`src/rtl/video_pkg.sv`:
```
// Shared type definitions for the video timing blocks; holds the delay_measure FSM states.
package video_pkg;

  typedef enum logic [0:0] {
    IDLE  = 1'b0,
    ARMED = 1'b1
  } dm_state_e;

endpackage

```
`src/rtl/delay_measure.sv`:
```
// delay_measure: counts cycles from start to echo and yields a delay-line latency setting (N-1).
// Optional build macro DELAY_MEASURE_FILTER_EN: accept a result only when it repeats the previous raw one.
module delay_measure #(
  parameter int SIZE = 5
) (
  input  logic            clk,
  input  logic            rst_n,
  input  logic            start,
  input  logic            echo,
  output logic [SIZE-1:0] latency,
  output logic            valid,
  output logic            timeout,
  output logic            busy,
  output logic            locked
);
  import video_pkg::*;

  localparam logic [SIZE-1:0] CNT_MAX = {SIZE{1'b1}};
  localparam logic [SIZE-1:0] CNT_ONE = {{(SIZE-1){1'b0}}, 1'b1};

  dm_state_e       state_q, state_d;
  logic [SIZE-1:0] cnt_q, cnt_d;
  logic [SIZE-1:0] latency_q, latency_d;
  logic            valid_q, valid_d;
  logic            timeout_q, timeout_d;
  logic            busy_q, busy_d;
  logic            locked_q, locked_d;
  logic            raw_hit_s;
  logic            accept_s;
`ifdef DELAY_MEASURE_FILTER_EN
  logic [SIZE-1:0] prev_q, prev_d;
  logic            prev_ok_q, prev_ok_d;
`endif

  // FSM next state, counter and timeout detection
  always_comb begin
    state_d   = state_q;
    cnt_d     = cnt_q;
    timeout_d = 1'b0;
    raw_hit_s = 1'b0;
    case (state_q)
      IDLE: begin
        if (start) begin
          state_d = ARMED;
          cnt_d   = {SIZE{1'b0}};
        end else begin
          state_d = IDLE;
        end
      end
      ARMED: begin
        // echo wins over the saturation point so raw = 2^SIZE-1 stays measurable
        if (echo) begin
          state_d   = IDLE;
          raw_hit_s = 1'b1;
        end else if (cnt_q == CNT_MAX) begin
          state_d   = IDLE;
          timeout_d = 1'b1;
        end else begin
          cnt_d = cnt_q + CNT_ONE;
        end
      end
      default: begin
        state_d = IDLE;
        cnt_d   = {SIZE{1'b0}};
      end
    endcase
    busy_d = (state_d == ARMED);
  end

  // Result acceptance: optionally require two identical raw results in a row
  always_comb begin
`ifdef DELAY_MEASURE_FILTER_EN
    prev_d    = prev_q;
    prev_ok_d = prev_ok_q;
    accept_s  = 1'b0;
    if (raw_hit_s) begin
      accept_s  = prev_ok_q && (prev_q == cnt_q);
      prev_d    = cnt_q;
      prev_ok_d = 1'b1;
    end else if (timeout_d) begin
      prev_ok_d = 1'b0;
    end else begin
      prev_ok_d = prev_ok_q;
    end
`else
    accept_s = raw_hit_s;
`endif
    latency_d = latency_q;
    valid_d   = 1'b0;
    locked_d  = locked_q;
    if (accept_s) begin
      latency_d = cnt_q;
      valid_d   = 1'b1;
      locked_d  = 1'b1;
    end else begin
      latency_d = latency_q;
    end
  end

  // State and output registers with synchronous active-low reset
  always_ff @(posedge clk) begin
    if (!rst_n) begin
      state_q   <= IDLE;
      cnt_q     <= {SIZE{1'b0}};
      latency_q <= {SIZE{1'b0}};
      valid_q   <= 1'b0;
      timeout_q <= 1'b0;
      busy_q    <= 1'b0;
      locked_q  <= 1'b0;
`ifdef DELAY_MEASURE_FILTER_EN
      prev_q    <= {SIZE{1'b0}};
      prev_ok_q <= 1'b0;
`endif
    end else begin
      state_q   <= state_d;
      cnt_q     <= cnt_d;
      latency_q <= latency_d;
      valid_q   <= valid_d;
      timeout_q <= timeout_d;
      busy_q    <= busy_d;
      locked_q  <= locked_d;
`ifdef DELAY_MEASURE_FILTER_EN
      prev_q    <= prev_d;
      prev_ok_q <= prev_ok_d;
`endif
    end
  end

  assign latency = latency_q;
  assign valid   = valid_q;
  assign timeout = timeout_q;
  assign busy    = busy_q;
  assign locked  = locked_q;

endmodule

```
`config.mk`:
```
export PLATFORM = sky130hd
export DESIGN_NAME = delay_measure
export DESIGN_NICKNAME = d
export VERILOG_FILES = /design/src/rtl/video_pkg.sv /design/src/rtl/delay_measure.sv
export SDC_FILE = /design/constraint.sdc
export NUM_CORES = 1
export LEC_CHECK = 0
export ABC_AREA = 1
export ABC_CLOCK_PERIOD_IN_PS = 1300
export CORE_AREA = 2 2 39 41
export CTS_BUF_LIST = sky130_fd_sc_hd__clkbuf_8
export DETAILED_ROUTE_END_ITERATION = 7
export DIE_AREA = 0 0 41 43
export HOLD_SLACK_MARGIN = 0.12
export PLACE_DENSITY_LB_ADDON = 0.1
export REMOVE_ABC_BUFFERS = 1
export SLEW_MARGIN = 5
export SYNTH_ARGS = -nofsm -noshare
export SYNTH_HDL_FRONTEND = slang
export SYNTH_SLANG_ARGS = --single-unit
export TNS_END_PERCENT = 5
```
`constraint.sdc`:
```
create_clock -name clk -period 1.3 [get_ports clk]
set_input_delay 0.26 -clock clk [delete_from_list [all_inputs] [get_ports clk]]
set_output_delay 0.26 -clock clk [all_outputs]
set_load 0.01 [all_outputs]
```
* After elaboration in Yosys (flattened, before gate mapping)
Index checks and enable logic that the tools add are counted.
** Word-level totals
- Input bits :: 4
- Output and inout bits :: 9
- Flip-flop bits (word level) :: 14
- Logic and storage cells :: 27
- Memories kept :: 0
- Bits in latches :: 0
- Memory bits (writable) :: 0
- Memory bits (read-only) :: 0
** Operators by class
- Order comparisons :: 0
- Equality and inequality tests :: 4
- Add/subtract/negate cells :: 1
- Bitwise logic cells :: 2
- Shift operators :: 0
- Div/mod/pow operators :: 0
- Reductions and logical operators :: 2
- Multipliers :: 0
- Mux-type cells :: 12
** Operator list (count)
- $mux W5 :: 3
- $pmux W5 S2 :: 1
- $mux W1 :: 7
- $ne A2 B2 Y1 const B :: 3
- $add A5 B1 Y5 const B :: 1
- $eq A5 B5 Y1 const B :: 1
- $reduce_and A3 Y1 :: 1
- $reduce_or A3 Y1 :: 1
- $not A1 Y1 :: 2
- $pmux W1 S2 :: 1

* Depth between registers and ports, before layout
Gate-level depths: netlist (run 1).
- Word-level depth :: 4
- Mapped depth :: 10
- Depth with buffers taken out :: 10

* Least setup slack after synthesis (run 1)
OpenSTA, ideal clock, no wires.
- Path kind :: reg2reg
- Start point :: reg cnt_q[0]
- End point :: reg cnt_q[0]
- Path buffers :: 0
- Arrival :: 1249 ps
- Data required time :: 1184 ps
- Stages on the path, launching flop included :: 11
- Path slack :: -64 ps
- Setup time :: 116 ps
- Clock period less this slack :: 1364 ps
- Cell sequence :: dfxtp_1 ha_1 nand2_1 nor2_1 ha_1 nor2_1 nand2_1 nand2_2 inv_1 nor2_1 nor2_1
** On the way
- Word-level cells in the longest chain between the ends :: 4
- Elaborated cells on any way between the ends :: 7
- Those cells by class :: add/sub: 1; eq/ne: 2; mux: 3; reduce/logical: 1
** RTL lines
- from (decl) :: RTL line delay_measure.sv:22 : logic [SIZE-1:0] cnt_q, cnt_d;
- from (signal assigned) :: RTL line delay_measure.sv:104 : cnt_q <= {SIZE{1'b0}};
- from (signal assigned) :: RTL line delay_measure.sv:116 : cnt_q <= cnt_d;
- $add A5 B1 Y5 :: RTL line delay_measure.sv:59 : cnt_d = cnt_q + CNT_ONE;
- $mux W5 :: RTL line delay_measure.sv:55 : end else if (cnt_q == CNT_MAX) begin
- $mux W5 :: RTL line delay_measure.sv:52 : if (echo) begin
- $pmux W5 S2 :: RTL line delay_measure.sv:41 : case (state_q)
Parallel ways exist; a longest one is shown, timed or not. The select of a mux whose other input is x is not followed.
A chain may end at the register's enable or synchronous reset.

* Worst setup path after layout (run 1)
- Start point :: reg cnt_q[1]
- End point :: reg cnt_q[2]
The elaborated chain is that of the path after synthesis.

==> results.cfg, run 1 <==
[outcome]
status = finished with violations
failed_checks = negative setup slack

[cells_and_area]
drive_above_1_share = 0.3000
syn_to_final_growth_pct = 49.18
num-nets-final = 98
diodes = 0
fillers = 132

[place]
gp_congestion = 0.8051
io_buffers = 12
dp_worst_setup_slack_ps = -157.9
dp_hpwl_um = 841.2

[critical_path]
required_ps = 1420
crit_arrival_ps = 1480
r2r.worst_path.cells = 8
crit_type = flop to flop
timing.rr.start = cnt_q[1]
start_kind = flop
worstReg2RegEnd = cnt_q[2]
startpoint = cnt_q[1]
r2r_slack_ps = -50
crit_end = cnt_q[2]
crit_fanout = 5
crit_path_end_kind = flop

[routing]
drcViolationCount = 0
dr.pass1.iters = 4
drt_iter0_markers = 14
wire_per_inst_um = 11.24
wl_um = 1191
postRouteAntennaNets = 0
via_count = 522
avgViaCountPerCell = 4.925

[cts]
path_clk_slew_ps = 60
clock-root-buffer = clkbuf_8
ctsHtreeMaxLevel = 1
clock_sinks = 14
clk_path_buf_depth = 2
numCtsBuffers = 3
cts_setup_buffers = 0
cts_hold_buf = 0
clock_latency_ps = 240
cts_tree = yes

[grt]
antenna_found_initial = 0
grt_pass1_vias = 484
grt-ovfl-total = 0
grt_max_degree = 10
grt_pass1_wl_um = 1863
grtUsageTotal = 0.1584

[yosys]
synth_ff_type = dfxtp_1
postSynthCellCount = 68
synth_area_leaders = dfxtp_1 (52%), nor2_1 (9.8%), nand2_1 (7.0%)
yosysWarnings = 0
synth_top_area_cell = dfxtp_1
synth_top_cell_area_share = 0.5246
synth-async-reset-ratio = 0
synth_edf_count = 0
synth.top_cells.by_count = dfxtp_1 (14), nor2_1 (14), nand2_1 (10)
synth_area_um2 = 534.3
ys_seq_area_frac = 0.5246
synthDistinctLibCells = 13
ys_ff_latch = 14
synth.avg_cell_area_um2 = 7.857

[sta]
timing.final.crit_share = 1.040
worstMarginPinSlew_ps = 222.9
finalCriticalPeriod_ps = 1352
timing_max_transition_violations_final = 0
max_freq_mhz = 739.7
worst_slack_ps = -51.83
max-slew-margin-rel = 0.8504
setup_viol_count_final = 4
skew_ps = 3.166
rsz0062_at_grt = yes
hold_violations = 0

[floorplanning]
die_w_um = 41
ios = 13
dieArea_mm2 = 0.001763
start_util = 0.3861
die_h_um = 43
row_count = 14
core_mm2 = 0.001384

[power]
clockPowerShare = 0.385
ir_drop_mv = 0.8449
power.total_mw = 0.9040
cellPowerDensity_mw_per_mm2 = 1134
p_seq_frac = 0.503
switchingPower_mw = 0.2091
power_frac_comb = 0.113
sw_frac_of_total = 0.2313
internal-power_mw = 0.6949
leakage_nw = 0.3534

[min_path]
hold_class = flop to flop

[job]
maxCapViolCount = 0
[layer usage]
metal | up-vias | GRT usage | share of wire
met1 | 240 | 0.1961 | 0.46
met4 | 0 | 0.1067 | 0.0067
li1 | 266 | - | -
met5 | - | 0 | 0
met3 | 2 | 0.04712 | 0.042
met2 | 14 | 0.2250 | 0.49
[layout by cell type (no fill, tap or decap), drive strengths merged]
| cell | Yosys | final |
|---|---|---|
| o21ai | 7 | 7 |
| dfxtp | 14 | 14 |
| nor2 | 14 | 14 |
| inv | 8 | 8 |
| nor3 | 1 | 1 |
| nand2 | 11 | 11 |
| a21oi | 8 | 8 |
| buf | 0 | 7 |
| ha | 2 | 2 |
| clkbuf | 0 | 3 |
| dlygate4sd2 | 0 | 9 |
| nand3 | 3 | 3 |
| clkdlybuf4s50 | 0 | 3 |
[power by group through the flow]
| stage | registers, mW | logic (mW) | clock network [mW] |
|---|---|---|---|
| detailed placement | 0.463 | 0.103 | 0 |
| CTS | 0.453 | 0.0956 | 0.352 |
| global route | 0.456 | 0.112 | 0.382 |
| finish | 0.454 | 0.102 | 0.348 |
| global placement | 0.462 | 0.102 | 0 |
| floorplan | 0.469 | 0.0399 | 0 |
[critical path: stages (launching register included)]
cell,delay [ps]
dfxtp_2,330
ha_4,160
nand2_2,70
nor2_2,40
ha_2,170
nor2_2,100
nand2_2,110
o21ai_1,230
a21oi_2,40
[how the worst min path moves through the flow]
stage / end / startpoint / slack (ps) / cells past startpoint
after floorplan: timeout / echo / 340 / 1
after global placement: locked / locked / 450 / 2
after detailed placement: latency[4] / latency[4] / 470 / 2
after CTS: latency[4] / latency[4] / 480 / 2
after global routing: latency[4] / latency[4] / 500 / 2
final: locked / locked / 470 / 2
[flip-flops by register name, indices dropped and copies added, names as in the netlist]
register	cells
cnt_q	5
latency	5
busy	1
locked	1
timeout	1
valid	1
[logic make-up (layout without fill, tap and decap cells)]
logic type | after synthesis | count (layout) | synth area share
flip-flops | 14 | 14 | 0.5246
AO/OA/AOI/OAI | 15 | 15 | 0.1546
adder cells (fa/ha/maj) | 2 | 2 | 0.04683
AND/OR/NAND/NOR | 29 | 29 | 0.2178
buffers and inverters | 8 | 30 | 0.05621
[per-stage QoR]
stage               hold WS [ps]  area, um2  utilization  std cells  TNS (ps)
detailed placement         473.9      726.9       0.5253        103    -675.2
global placement           451.8      726.9       0.5253        103    -581.6
floorplan                  336.6      534.3            -         68    -137.1
finish                     472.4      797.0       0.5759        106    -175.0
CTS                        482.4      764.5       0.5524        106    -254.3
global route               503.4      797.0       0.5759        106    -656.9
[area by class of cell]
class | count | area (um2) | share of cell area
inverter | 8 | 30.03 | 0.03768
multi-input combinational | 46 | 261.5 | 0.3281
tap | 16 | 20.02 | 0.02512
sequential | 14 | 282.8 | 0.3548
clock buffer | 3 | 41.29 | 0.05181
timing repair buffer | 19 | 161.4 | 0.2025
[repair_timing]
item,4_1_cts,5_1_grt
setup endpoints to repair,15,6
hold endpoints to repair,0,0
resized for setup,12,12
pin swaps,2,3
cloned,0,0
Power figures use the tool's default switching activity.
==> inputs of run 2 (changes only) <==
--- a/config.mk
+++ b/config.mk
@@ -9,6 +9,7 @@
 export ABC_CLOCK_PERIOD_IN_PS = 1300
 export CORE_AREA = 2 2 39 41
 export CTS_BUF_LIST = sky130_fd_sc_hd__clkbuf_8
+export CTS_CLUSTER_DIAMETER = 40
 export DETAILED_ROUTE_END_ITERATION = 7
 export DIE_AREA = 0 0 41 43
 export HOLD_SLACK_MARGIN = 0.12
==> results of run 2 <==
No change in the layout: final DEF, timing and power equal those of run 1.
